$ cat config.mk
export PLATFORM = sky130hd
export DESIGN_NAME = seven_seg_scan_flat
export DESIGN_NICKNAME = d
export VERILOG_FILES = /design/src/rtl/seven_seg_scan_if.sv /design/src/rtl/seven_seg_scan.sv /design/src/flat_wrapper.sv
export SDC_FILE = /design/constraint.sdc
export NUM_CORES = 1
export LEC_CHECK = 0
export CORE_ASPECT_RATIO = 1.75
export CORE_MARGIN = 2
export CORE_UTILIZATION = 30
export CTS_BUF_LIST = sky130_fd_sc_hd__clkbuf_8
export DETAILED_ROUTE_END_ITERATION = 16
export PLACE_DENSITY = 0.56
export SLEW_MARGIN = 40
export SYNTH_ARGS = -nofsm -noshare
export SYNTH_HDL_FRONTEND = slang
export SYNTH_SLANG_ARGS = --single-unit
$ cat constraint.sdc
create_clock -name clk_in -period 4.4 [get_ports clk_in]
set_input_delay 0.44 -clock clk_in [delete_from_list [all_inputs] [get_ports clk_in]]
set_output_delay 0.44 -clock clk_in [all_outputs]
set_load 0.005 [all_outputs]
$ cat src/rtl/seven_seg_scan_if.sv
`default_nettype none
// ============================================================================
// seven_seg_scan_if : digit-code input and scan output bundle for seven_seg_scan
// Revision: 1.0
// ============================================================================
interface seven_seg_scan_if;
  logic [15:0] digit_code;
  logic [3:0]  dp_mask;
  logic        lz_en;
  logic        load;
  logic [3:0]  Anode_Activate;
  logic [7:0]  seg;
  logic        frame_sync;
  logic        pending;

  modport master (
    output digit_code, dp_mask, lz_en, load,
    input  Anode_Activate, seg, frame_sync, pending
  );

  modport slave (
    input  digit_code, dp_mask, lz_en, load,
    output Anode_Activate, seg, frame_sync, pending
  );
endinterface
`default_nettype wire

$ cat src/rtl/seven_seg_scan.sv
`default_nettype none
// ============================================================================
// seven_seg_scan : double-buffered 4-digit seven-segment scan driver
// Revision: 1.0
// ============================================================================
module seven_seg_scan #(
  parameter int unsigned CLK_DIV      = 5000,
  parameter int unsigned BLANK_CYCLES = 16
) (
  input  wire logic       clk_in,
  input  wire logic       reset,
  seven_seg_scan_if.slave bus
);

  localparam int              c_PW   = $clog2(CLK_DIV);
  localparam logic [c_PW-1:0] c_LAST = c_PW'(CLK_DIV - 1);

  logic [c_PW-1:0] r_presc;
  logic [1:0]      r_slot;
  logic [15:0]     r_sh_code, r_act_code;
  logic [3:0]      r_sh_dp, r_act_dp;
  logic            r_sh_lz, r_act_lz;
  logic            r_pending;
  logic [3:0]      r_anode;
  logic [7:0]      r_seg;
  logic            r_fsync;

  logic            w_wrap, w_boundary, w_blank;
  logic [3:0]      w_c1, w_c2, w_c3, w_c4;
  logic [2:0]      w_sup;
  logic            w_left2, w_left3;
  logic [3:0]      w_code, w_anode;
  logic            w_dp, w_sup_cur;
  logic [6:0]      w_glyph;
  logic [7:0]      w_seg_lit;

  assign w_wrap     = (r_presc == c_LAST);
  assign w_boundary = w_wrap && (r_slot == 2'd3);

  generate
    if (BLANK_CYCLES > 0) begin : g_gap
      assign w_blank = (r_presc < c_PW'(BLANK_CYCLES));
    end else begin : g_no_gap
      assign w_blank = 1'b0;
    end
  endgenerate

  assign w_c1 = r_act_code[15:12];
  assign w_c2 = r_act_code[11:8];
  assign w_c3 = r_act_code[7:4];
  assign w_c4 = r_act_code[3:0];

  // A zero is suppressed only while everything to its left is already dark.
  assign w_sup[0] = r_act_lz && (w_c1 == 4'd0);
  assign w_left2  = w_sup[0] || (w_c1 == 4'd11);
  assign w_sup[1] = r_act_lz && (w_c2 == 4'd0) && w_left2;
  assign w_left3  = w_left2 && (w_sup[1] || (w_c2 == 4'd11));
  assign w_sup[2] = r_act_lz && (w_c3 == 4'd0) && w_left3;

  always_comb begin
    w_code    = w_c4;
    w_anode   = 4'b1110;
    w_dp      = r_act_dp[0];
    w_sup_cur = 1'b0;
    case (r_slot)
      2'd0: begin w_code = w_c1; w_anode = 4'b0111; w_dp = r_act_dp[3]; w_sup_cur = w_sup[0]; end
      2'd1: begin w_code = w_c2; w_anode = 4'b1011; w_dp = r_act_dp[2]; w_sup_cur = w_sup[1]; end
      2'd2: begin w_code = w_c3; w_anode = 4'b1101; w_dp = r_act_dp[1]; w_sup_cur = w_sup[2]; end
      default: begin w_code = w_c4; w_anode = 4'b1110; w_dp = r_act_dp[0]; w_sup_cur = 1'b0; end
    endcase
  end

  always_comb begin
    w_glyph = 7'h7F;
    case (w_code)
      4'd0:  w_glyph = 7'h40;
      4'd1:  w_glyph = 7'h79;
      4'd2:  w_glyph = 7'h24;
      4'd3:  w_glyph = 7'h30;
      4'd4:  w_glyph = 7'h19;
      4'd5:  w_glyph = 7'h12;
      4'd6:  w_glyph = 7'h02;
      4'd7:  w_glyph = 7'h78;
      4'd8:  w_glyph = 7'h00;
      4'd9:  w_glyph = 7'h10;
      4'd10: w_glyph = 7'h3F;
      4'd12: w_glyph = 7'h06;
      4'd13: w_glyph = 7'h2F;
      4'd14: w_glyph = 7'h2F;
      default: w_glyph = 7'h7F;
    endcase
  end

  assign w_seg_lit = w_sup_cur ? 8'hFF : {~w_dp, w_glyph};

  always_ff @(posedge clk_in) begin
    if (reset) begin
      r_presc    <= '0;
      r_slot     <= 2'd0;
      r_sh_code  <= 16'hBBBB;
      r_act_code <= 16'hBBBB;
      r_sh_dp    <= 4'h0;
      r_act_dp   <= 4'h0;
      r_sh_lz    <= 1'b0;
      r_act_lz   <= 1'b0;
      r_pending  <= 1'b0;
      r_anode    <= 4'hF;
      r_seg      <= 8'hFF;
      r_fsync    <= 1'b0;
    end else begin
      r_presc <= w_wrap ? '0 : r_presc + 1'b1;
      if (w_wrap) r_slot <= r_slot + 2'd1;

      if (w_boundary && r_pending) begin
        r_act_code <= r_sh_code;
        r_act_dp   <= r_sh_dp;
        r_act_lz   <= r_sh_lz;
      end

      // A load on the boundary edge refills the shadow, so pending stays set.
      if (bus.load) begin
        r_sh_code <= bus.digit_code;
        r_sh_dp   <= bus.dp_mask;
        r_sh_lz   <= bus.lz_en;
        r_pending <= 1'b1;
      end else if (w_boundary) begin
        r_pending <= 1'b0;
      end

      r_anode <= w_blank ? 4'hF  : w_anode;
      r_seg   <= w_blank ? 8'hFF : w_seg_lit;
      r_fsync <= (r_slot == 2'd0) && (r_presc == '0);
    end
  end

  assign bus.Anode_Activate = r_anode;
  assign bus.seg            = r_seg;
  assign bus.frame_sync     = r_fsync;
  assign bus.pending        = r_pending;

endmodule
`default_nettype wire

$ cat src/flat_wrapper.sv
// flat-port wrapper written by rule: the top's interface ports become plain ports
module seven_seg_scan_flat 
#(
  parameter int unsigned CLK_DIV      = 5000,
  parameter int unsigned BLANK_CYCLES = 16
)
  (clk_in, reset, bus_digit_code, bus_dp_mask, bus_lz_en, bus_load, bus_Anode_Activate, bus_seg, bus_frame_sync, bus_pending);
  seven_seg_scan_if bus_i ();
  input  wire logic clk_in;
  input  wire logic reset;
  input wire logic [$bits(bus_i.digit_code)-1:0] bus_digit_code;
  input wire logic [$bits(bus_i.dp_mask)-1:0] bus_dp_mask;
  input wire logic [$bits(bus_i.lz_en)-1:0] bus_lz_en;
  input wire logic [$bits(bus_i.load)-1:0] bus_load;
  output wire logic [$bits(bus_i.Anode_Activate)-1:0] bus_Anode_Activate;
  output wire logic [$bits(bus_i.seg)-1:0] bus_seg;
  output wire logic [$bits(bus_i.frame_sync)-1:0] bus_frame_sync;
  output wire logic [$bits(bus_i.pending)-1:0] bus_pending;
  assign bus_i.digit_code = bus_digit_code;
  assign bus_i.dp_mask = bus_dp_mask;
  assign bus_i.lz_en = bus_lz_en;
  assign bus_i.load = bus_load;
  assign bus_Anode_Activate = bus_i.Anode_Activate;
  assign bus_seg = bus_i.seg;
  assign bus_frame_sync = bus_i.frame_sync;
  assign bus_pending = bus_i.pending;
  seven_seg_scan #(.CLK_DIV(CLK_DIV), .BLANK_CYCLES(BLANK_CYCLES)) u_core (.clk_in(clk_in), .reset(reset), .bus(bus_i));
endmodule
==> results of run 1 <==
cells in the mapped netlist (4+ instances only):
cell | number | share of area [%]
sky130_fd_sc_hd__mux2i_1 | 13 | 4.3
sky130_fd_sc_hd__a222oi_1 | 5 | 1.7
sky130_fd_sc_hd__o21ai_0 | 7 | 1.2
sky130_fd_sc_hd__xor2_1 | 7 | 2.0
sky130_fd_sc_hd__inv_1 | 14 | 1.7
sky130_fd_sc_hd__dfxtp_1 | 71 | 47
sky130_fd_sc_hd__nand3b_1 | 8 | 2.0
sky130_fd_sc_hd__ha_1 | 14 | 5.8
sky130_fd_sc_hd__nor2_1 | 39 | 4.8
sky130_fd_sc_hd__xnor2_1 | 6 | 1.7
sky130_fd_sc_hd__a21oi_1 | 12 | 2.0
sky130_fd_sc_hd__clkbuf_1 | 10 | 1.2
sky130_fd_sc_hd__nor2b_1 | 15 | 3.1
sky130_fd_sc_hd__nand3_1 | 8 | 1.3
sky130_fd_sc_hd__and3_1 | 4 | 0.83
sky130_fd_sc_hd__nand2_1 | 45 | 5.6
sky130_fd_sc_hd__a211o_1 | 16 | 4.6
cells by family (layout without fill, tap and decap cells):
kind of cell	after synthesis	count (layout)	synth area share, %
adders and majority gates	14	14	5.785
DFF	71	71	46.94
xor gates and xnor gates	13	13	3.760
muxes	15	15	5.041
and+or+nand+nor	135	135	21.98
AOI/OAI and AO/OA	49	49	11.86
buffers and inverters	30	69	4.628
worst max path at each step:
| stage | from | endpoint | slack, ns | depth (start not counted) |
|---|---|---|---|---|
| floorplan | u_core.r_slot[0] | u_core.bus.seg[3] | 2.26 | 8 |
| global placement | u_core.r_presc[5] | u_core.r_act_code[0] | 1.87 | 5 |
| detailed placement | u_core.r_presc[5] | u_core.r_act_code[3] | 1.78 | 5 |
| CTS | u_core.r_presc[5] | u_core.r_act_code[3] | 1.76 | 5 |
| global route | u_core.r_slot[0] | u_core.bus.seg[3] | 1.68 | 7 |
| finish | u_core.r_slot[0] | u_core.bus.seg[3] | 1.95 | 7 |
through the flow:
stage | worst slack [ns] | cells | cell area [um^2] | power, uW
finish | 1.948 | 491 | 3712 | 1306
global route | 1.675 | 491 | 3712 | 1367
CTS | 1.758 | 491 | 3707 | 1329
detailed placement | 1.776 | 475 | 3486 | 753.0
global placement | 1.871 | 475 | 3482 | 751.8
floorplan | 2.257 | 327 | 3028 | 717.4
worst max-delay path, stage by stage, from the launching register on:
cell	delay, ns
sky130_fd_sc_hd__dfxtp_1	0.47
sky130_fd_sc_hd__ha_1	0.43
sky130_fd_sc_hd__mux2i_1	0.57
sky130_fd_sc_hd__inv_1	0.19
sky130_fd_sc_hd__ha_1	0.25
sky130_fd_sc_hd__mux2_2	0.26
sky130_fd_sc_hd__nand2_1	0.08
sky130_fd_sc_hd__nand3_1	0.07
registers in the layout, indices dropped and copies added, names as in the netlist:
signal,cells
u_core.r_sh_dp,4
u_core.bus.seg,8
u_core.r_slot,2
u_core.r_act_dp,4
u_core.r_sh_lz,1
u_core.bus.pending,1
u_core.r_sh_code,16
u_core.r_presc,13
u_core.bus.frame_sync,1
u_core.r_act_code,16
u_core.r_act_lz,1
u_core.bus.Anode_Activate,4
routing by layer:
metal	track usage [%]	share of wire, %	vias to the layer above
met1	14.13	42	1041
met3	3.232	4.1	9
met4	6.591	1.8	0
li1	-	-	1181
met2	21.34	52	54
met5	0	0	-
layout make-up:
cell class	count	area share [%]
clock inverter	7	2.629
multi-input combinational	226	39.74
clock buffer	9	3.337
timing repair buffer	39	10.38
sequential	71	38.29
tap	125	4.213
inverter	14	1.416
power groups by stage:
stage / registers [uW] / logic [uW] / clock network (uW)
after floorplan: 681 / 36.6 / 0
after global placement: 685 / 67.2 / 0
after detailed placement: 685 / 68.4 / 0
after CTS: 670 / 68.7 / 591
after global routing: 671 / 74.5 / 621
final: 669 / 67.2 / 570
==> summary.md, run 1 <==
* complete, no violations — run status
* 71 x sky130_fd_sc_hd__dfxtp_1, 45 x sky130_fd_sc_hd__nand2_1, 39 x sky130_fd_sc_hd__nor2_1 — commonest cells after routing, fill and taps aside
* 57.59% — Slew HR
* sky130_fd_sc_hd__dfxtp_1 — dominant register cell in the synthesized netlist
* 136.9 um — die height
* 42 — post-synth cell types
* 1421 um^2 — total area of sequential cells
* 55.72% — fin crit share
* 0.4583 ns — WHS
* 0 ns — Total Negative Setup Slacks
* 43.6% — Clk network pwr share
* 0 — DRC violations left
* sky130_fd_sc_hd__clkbuf_8 — root buf cell
* 71 — synthesis-stage register bit count
* 1475 um^2 — area occupied by multi-input gates
* flop — crit path launch type
* 0.01087 ns — skew final
* 1.95 ns — register-to-register setup slack
* 48 — num rows
* 4.654 — detail-routed via count per cell
* 22.03% — switching part of the total power
* 2 — maximum buffer depth of the clock tree
* 0.001453 uW — P_leak
* 196.8 uV — peak supply drop
* 12.37 um — post-detailed-route wirelength per cell
* 4403 um — sum of net half-perimeters after detailed placement
* sky130_fd_sc_hd__dfxtp_1 — most common library cell in the layout ignoring fill and taps
* 7 — Pre-Repair DR Iteration Count
* 9 — total clock buffers created by CTS
* 0 — number of diodes added for antenna fixing
* u_core.r_slot[0] — start of the worst register-to-register path
* 6073 um — Detailed Route WL
* 2262 — vias in the first global route
* 50 — pin count of the biggest net entering global routing
* 30.74% — starting utilization of the core area
* flop to flop — crit path kind
* 1026 — fill count
* 7.923% — share of post-route cells with drive strength above 1
* 79.95 um — die width
* 0 — number of max-slew violations in the final report
* u_core.r_act_code[2] — Worst Hold Endpoint
* 0 — antenna violations before repair
* 8 — top fanout value on the critical path
* 10940 um^2 — full die area
* 3 — level count of the clock H-tree
* 0.6238 ns — slew at the pin closest to its max-slew limit
* 46.94% — Seq/Total Area, Yosys
* flop — crit path capture type
* 0 — Antenna Violating Nets Remaining
* 3028 um^2 — Synth Cell Area
* u_core.bus.seg[3] — endpoint of the most critical register-to-register path
* 2.452 ns — fin crit period
* 7 — Worst Reg-to-Reg Cells
* flop to flop — Hold/Removal Path Class
* 1019 uW — cell-internal power
* u_core.r_sh_code[2] — hold path startpoint
* 365 — net count after synthesis
* 0 — number of failing hold endpoints at the final stage
* 327 — cells after synthesis
* false — RSZ-0062 raised after global routing
* 5.1% — share of total power in combinational logic
* 4.61 ns — data required time at the worst endpoint
* 10540 um — wire length of the first global-routing pass
* 51.2% — Sequential Power Share
* 0 — number of enable-type register cells in the synthesized netlist
* 0 — global route total overflow
* 399 — count of nets after finishing
* 37.69% — final core utilization
* 2.66 ns — endpoint arrival time on the critical path
* 0 — cts repair resizes
* 0% — share of synthesized flip-flops with an asynchronous set or reset
* 22.60% — synthesis-to-layout area growth
* 71 — clock net sink count
* 0 — total of endpoints with negative setup slack in the final report
* 0.35 ns — clock latency reported for the late side of the worst-skew pair
* 0.08 ns — clock slew seen by the registers of the worst setup and hold paths
* 2285 — DR vias
* 0 — number of max-cap violations
* 143 — Initial DRC Count
* 0 — hold buffer count at CTS
* 2 — Worst Hold Path Cells
* 0.4079 GHz — maximum clock rate
* 9.260 um^2 — synthesized area divided by synthesized cell count
* 37 — port buffer count
* 351.9 nW/um^2 — power per standard cell area
* 287.8 uW — switching power
* 38 — io pins
* 9849 um^2 — Core Area
* 0 — Yosys warning count
* built — clock tree from TritonCTS
* 0.8213 — gp weighted congestion
* 12.53% — Overall Global Routing Usage
* 0 — post-CTS setup repair buffer count
(Power assumes the default switching activity.)
==> run 2: changes to the inputs <==
==> constraint.sdc (replaced) <==
create_clock -name clk_in -period 2.3 [get_ports clk_in]
set_input_delay 0.23 -clock clk_in [delete_from_list [all_inputs] [get_ports clk_in]]
set_output_delay 0.23 -clock clk_in [all_outputs]
set_load 0.005 [all_outputs]
==> run 2 against run 1 <==
Hold slack about the same. Clock skew about the same. Fmax increased by 16%. Sequential cell count unchanged. Global-route usage decreased by 0.25 points. Worst setup slack got worse by 1.8 ns. Critical path depth increased by 2. Total power increased by 81%. Cell count increased by 1.2%. First-iteration DRC count decreased by 18%. Largest cell class unchanged. Largest power group unchanged. Highest routed layer unchanged.
==> summary.md, run 2 (synthesis results as in run 1) <==
* 2 — CP Buf/Inv Count
* 536.8 uW — switching power
* 0.08 ns — clock slew seen by the registers of the worst setup and hold paths
* flop to flop — Hold/Removal Path Class
* 10.48% — share of post-route cells with drive strength above 1
* 6 — top fanout value on the critical path
* 2.117 ns — fin crit period
* 48 — num rows
* 12.28% — Overall Global Routing Usage
* 0 — hold buffer count at CTS
* 0.7994 — gp weighted congestion
* 0 — number of diodes added for antenna fixing
* 4.628 — detail-routed via count per cell
* 2367 uW — Final Power
* flop — crit path launch type
* 22.68% — switching part of the total power
* 3204 um — sum of met2 wire segment lengths after detailed routing
* 0 — antenna violations before repair
* met4 — highest routed metal layer
* complete, no violations — run status
* 0.35 ns — clock latency reported for the late side of the worst-skew pair
* sky130_fd_sc_hd__clkbuf_8 — root buf cell
* flop — crit path capture type
* 49 — pin count of the biggest net entering global routing
* 0.4724 GHz — maximum clock rate
* 2.31 ns — endpoint arrival time on the critical path
* 4 — Pre-Repair DR Iteration Count
* 1047 — fill count
* 71 — clock net sink count
* 0 — number of max-slew violations in the final report
* 0.001476 uW — P_leak
* 405 — count of nets after finishing
* 0 — total of endpoints with negative setup slack in the final report
* sky130_fd_sc_hd__dfxtp_1 — most common library cell in the layout ignoring fill and taps
* 0 — number of max-cap violations
* 0.5192 ns — slew at the pin closest to its max-slew limit
* built — clock tree from TritonCTS
* 6158 um — Detailed Route WL
* 37 — port buffer count
* 136.9 um — die height
* 10410 um — wire length of the first global-routing pass
* 92.04% — fin crit share
* 79.95 um — die width
* 23.35% — synthesis-to-layout area growth
* 2596 um — metal1 wirelength
* 0.01064 ns — skew final
* 0 — number of failing hold endpoints at the final stage
* inv_1 > ha_2 > a222oi_1 > mux2_2 > inv_1 > ha_1 > mux2_2 > nand2_1 > nand3_1 — CP Cell Sequence
* 0 — DRC violations left
* 2300 — DR vias
* 64.71% — Slew HR
* false — RSZ-0062 raised after global routing
* 2 — maximum buffer depth of the clock tree
* 2.50 ns — data required time at the worst endpoint
* 227 um — Routed met3 length
* 633.7 nW/um^2 — power per standard cell area
* 9 — total clock buffers created by CTS
* 9849 um^2 — Core Area
* 303.0 uV — peak supply drop
* u_core.r_act_code (16), u_core.r_sh_code (16), u_core.r_presc (13) — Largest regs
* 0 — global route total overflow
* sky130_fd_sc_hd__dfxtp_2 — slowest library cell on the worst path
* 0.4579 ns — WHS
* multiplexers — kind of cell adding the most delay to the critical path
* 12.39 um — post-detailed-route wirelength per cell
* 0 — Antenna Violating Nets Remaining
* 1830 uW — cell-internal power
* 0.36 ns — peak per-stage delay on the critical path
* 2279 — vias in the first global route
* flop to flop — crit path kind
* 30.74% — starting utilization of the core area
* 10940 um^2 — full die area
* 117 — Initial DRC Count
* 4516 um — sum of net half-perimeters after detailed placement
* -0.03254 ns — worst slack at placement
* 54.1% — Sequential Power Share
* 0.1831 ns — Setup WS post-layout
* 69 x sky130_fd_sc_hd__dfxtp_1, 45 x sky130_fd_sc_hd__nand2_1, 39 x sky130_fd_sc_hd__nor2_1 — commonest cells after routing, fill and taps aside
* 40.5% — Clk network pwr share
* 38 — io pins
* 3 — level count of the clock H-tree
* 5.4% — share of total power in combinational logic
run 2: cell types whose count changed in the layout (fill, tap and decap cells not counted), moves of 2 or more:
cell                       before  now
sky130_fd_sc_hd__buf_4          2    8
sky130_fd_sc_hd__clkinv_2       1    3
sky130_fd_sc_hd__dfxtp_1       71   69
sky130_fd_sc_hd__dfxtp_2        0    2
sky130_fd_sc_hd__ha_1          14   12
sky130_fd_sc_hd__ha_2           0    2
run 2: worst register-to-register path: stages (launching register included):
cell and delay [ns]:
sky130_fd_sc_hd__dfxtp_2 0.36, sky130_fd_sc_hd__inv_1 0.10, sky130_fd_sc_hd__ha_2 0.23, sky130_fd_sc_hd__a222oi_1 0.33, sky130_fd_sc_hd__mux2_2 0.27, sky130_fd_sc_hd__inv_1 0.07, sky130_fd_sc_hd__ha_1 0.18, sky130_fd_sc_hd__mux2_2 0.27
sky130_fd_sc_hd__nand2_1 0.09, sky130_fd_sc_hd__nand3_1 0.07
run 2: per-stage QoR:
stage | TNS (ns) | area, um^2 | utilization (%) | instances
after floorplan | 0 | 3028 | - | 327
after global placement | 0 | 3520 | 35.73 | 480
after detailed placement | -0.05514 | 3520 | 35.73 | 480
after CTS | 0 | 3712 | 37.69 | 496
after global routing | 0 | 3735 | 37.92 | 497
final | 0 | 3735 | 37.92 | 497
run 2: repair_timing:
item                                   4_1_cts  5_1_grt
endpoints found under the hold margin        0        0
setup buffers                                0        1
setup endpoints to repair                    2        6
pin swaps                                    0        1
gates resized for setup                      1        6
run 2: final cells by class:
| class | count | area, um^2 | area share, % |
|---|---|---|---|
| multi-input cells | 226 | 1483 | 39.70 |
| flip-flops and latches | 71 | 1424 | 38.12 |
| repair buffers | 45 | 430.4 | 11.52 |
| well taps | 125 | 156.4 | 4.188 |
| clock buffers | 9 | 123.9 | 3.317 |
| clock inverters | 7 | 65.06 | 1.742 |
| inverters | 14 | 52.55 | 1.407 |
run 2: path summary, 6_finish.rpt:
kind                              from               endpoint  slack, ns  depth (start not counted)
hold / removal    u_core.r_sh_code[14]  u_core.r_act_code[14]       0.46                          2
setup / recovery      u_core.r_slot[1]      u_core.bus.seg[3]       0.18                          9
setup reg to reg      u_core.r_slot[1]      u_core.bus.seg[3]       0.18                          9
hold reg to reg   u_core.r_sh_code[14]  u_core.r_act_code[14]       0.46                          2
run 2: routing by layer:
metal,vias to the layer above,track usage [%]
met2,35,21.48
met5,-,0
met1,1057,13.48
li1,1200,-
met4,0,5.367
met3,8,3.694
run 2: power by group through the flow:
stage	clock network (uW)	registers, uW	logic (uW)
after floorplan	0	1300	69.9
after global placement	0	1310	128
after detailed placement	0	1310	130
after CTS	985	1280	130
after global routing	1050	1280	143
final	958	1280	128
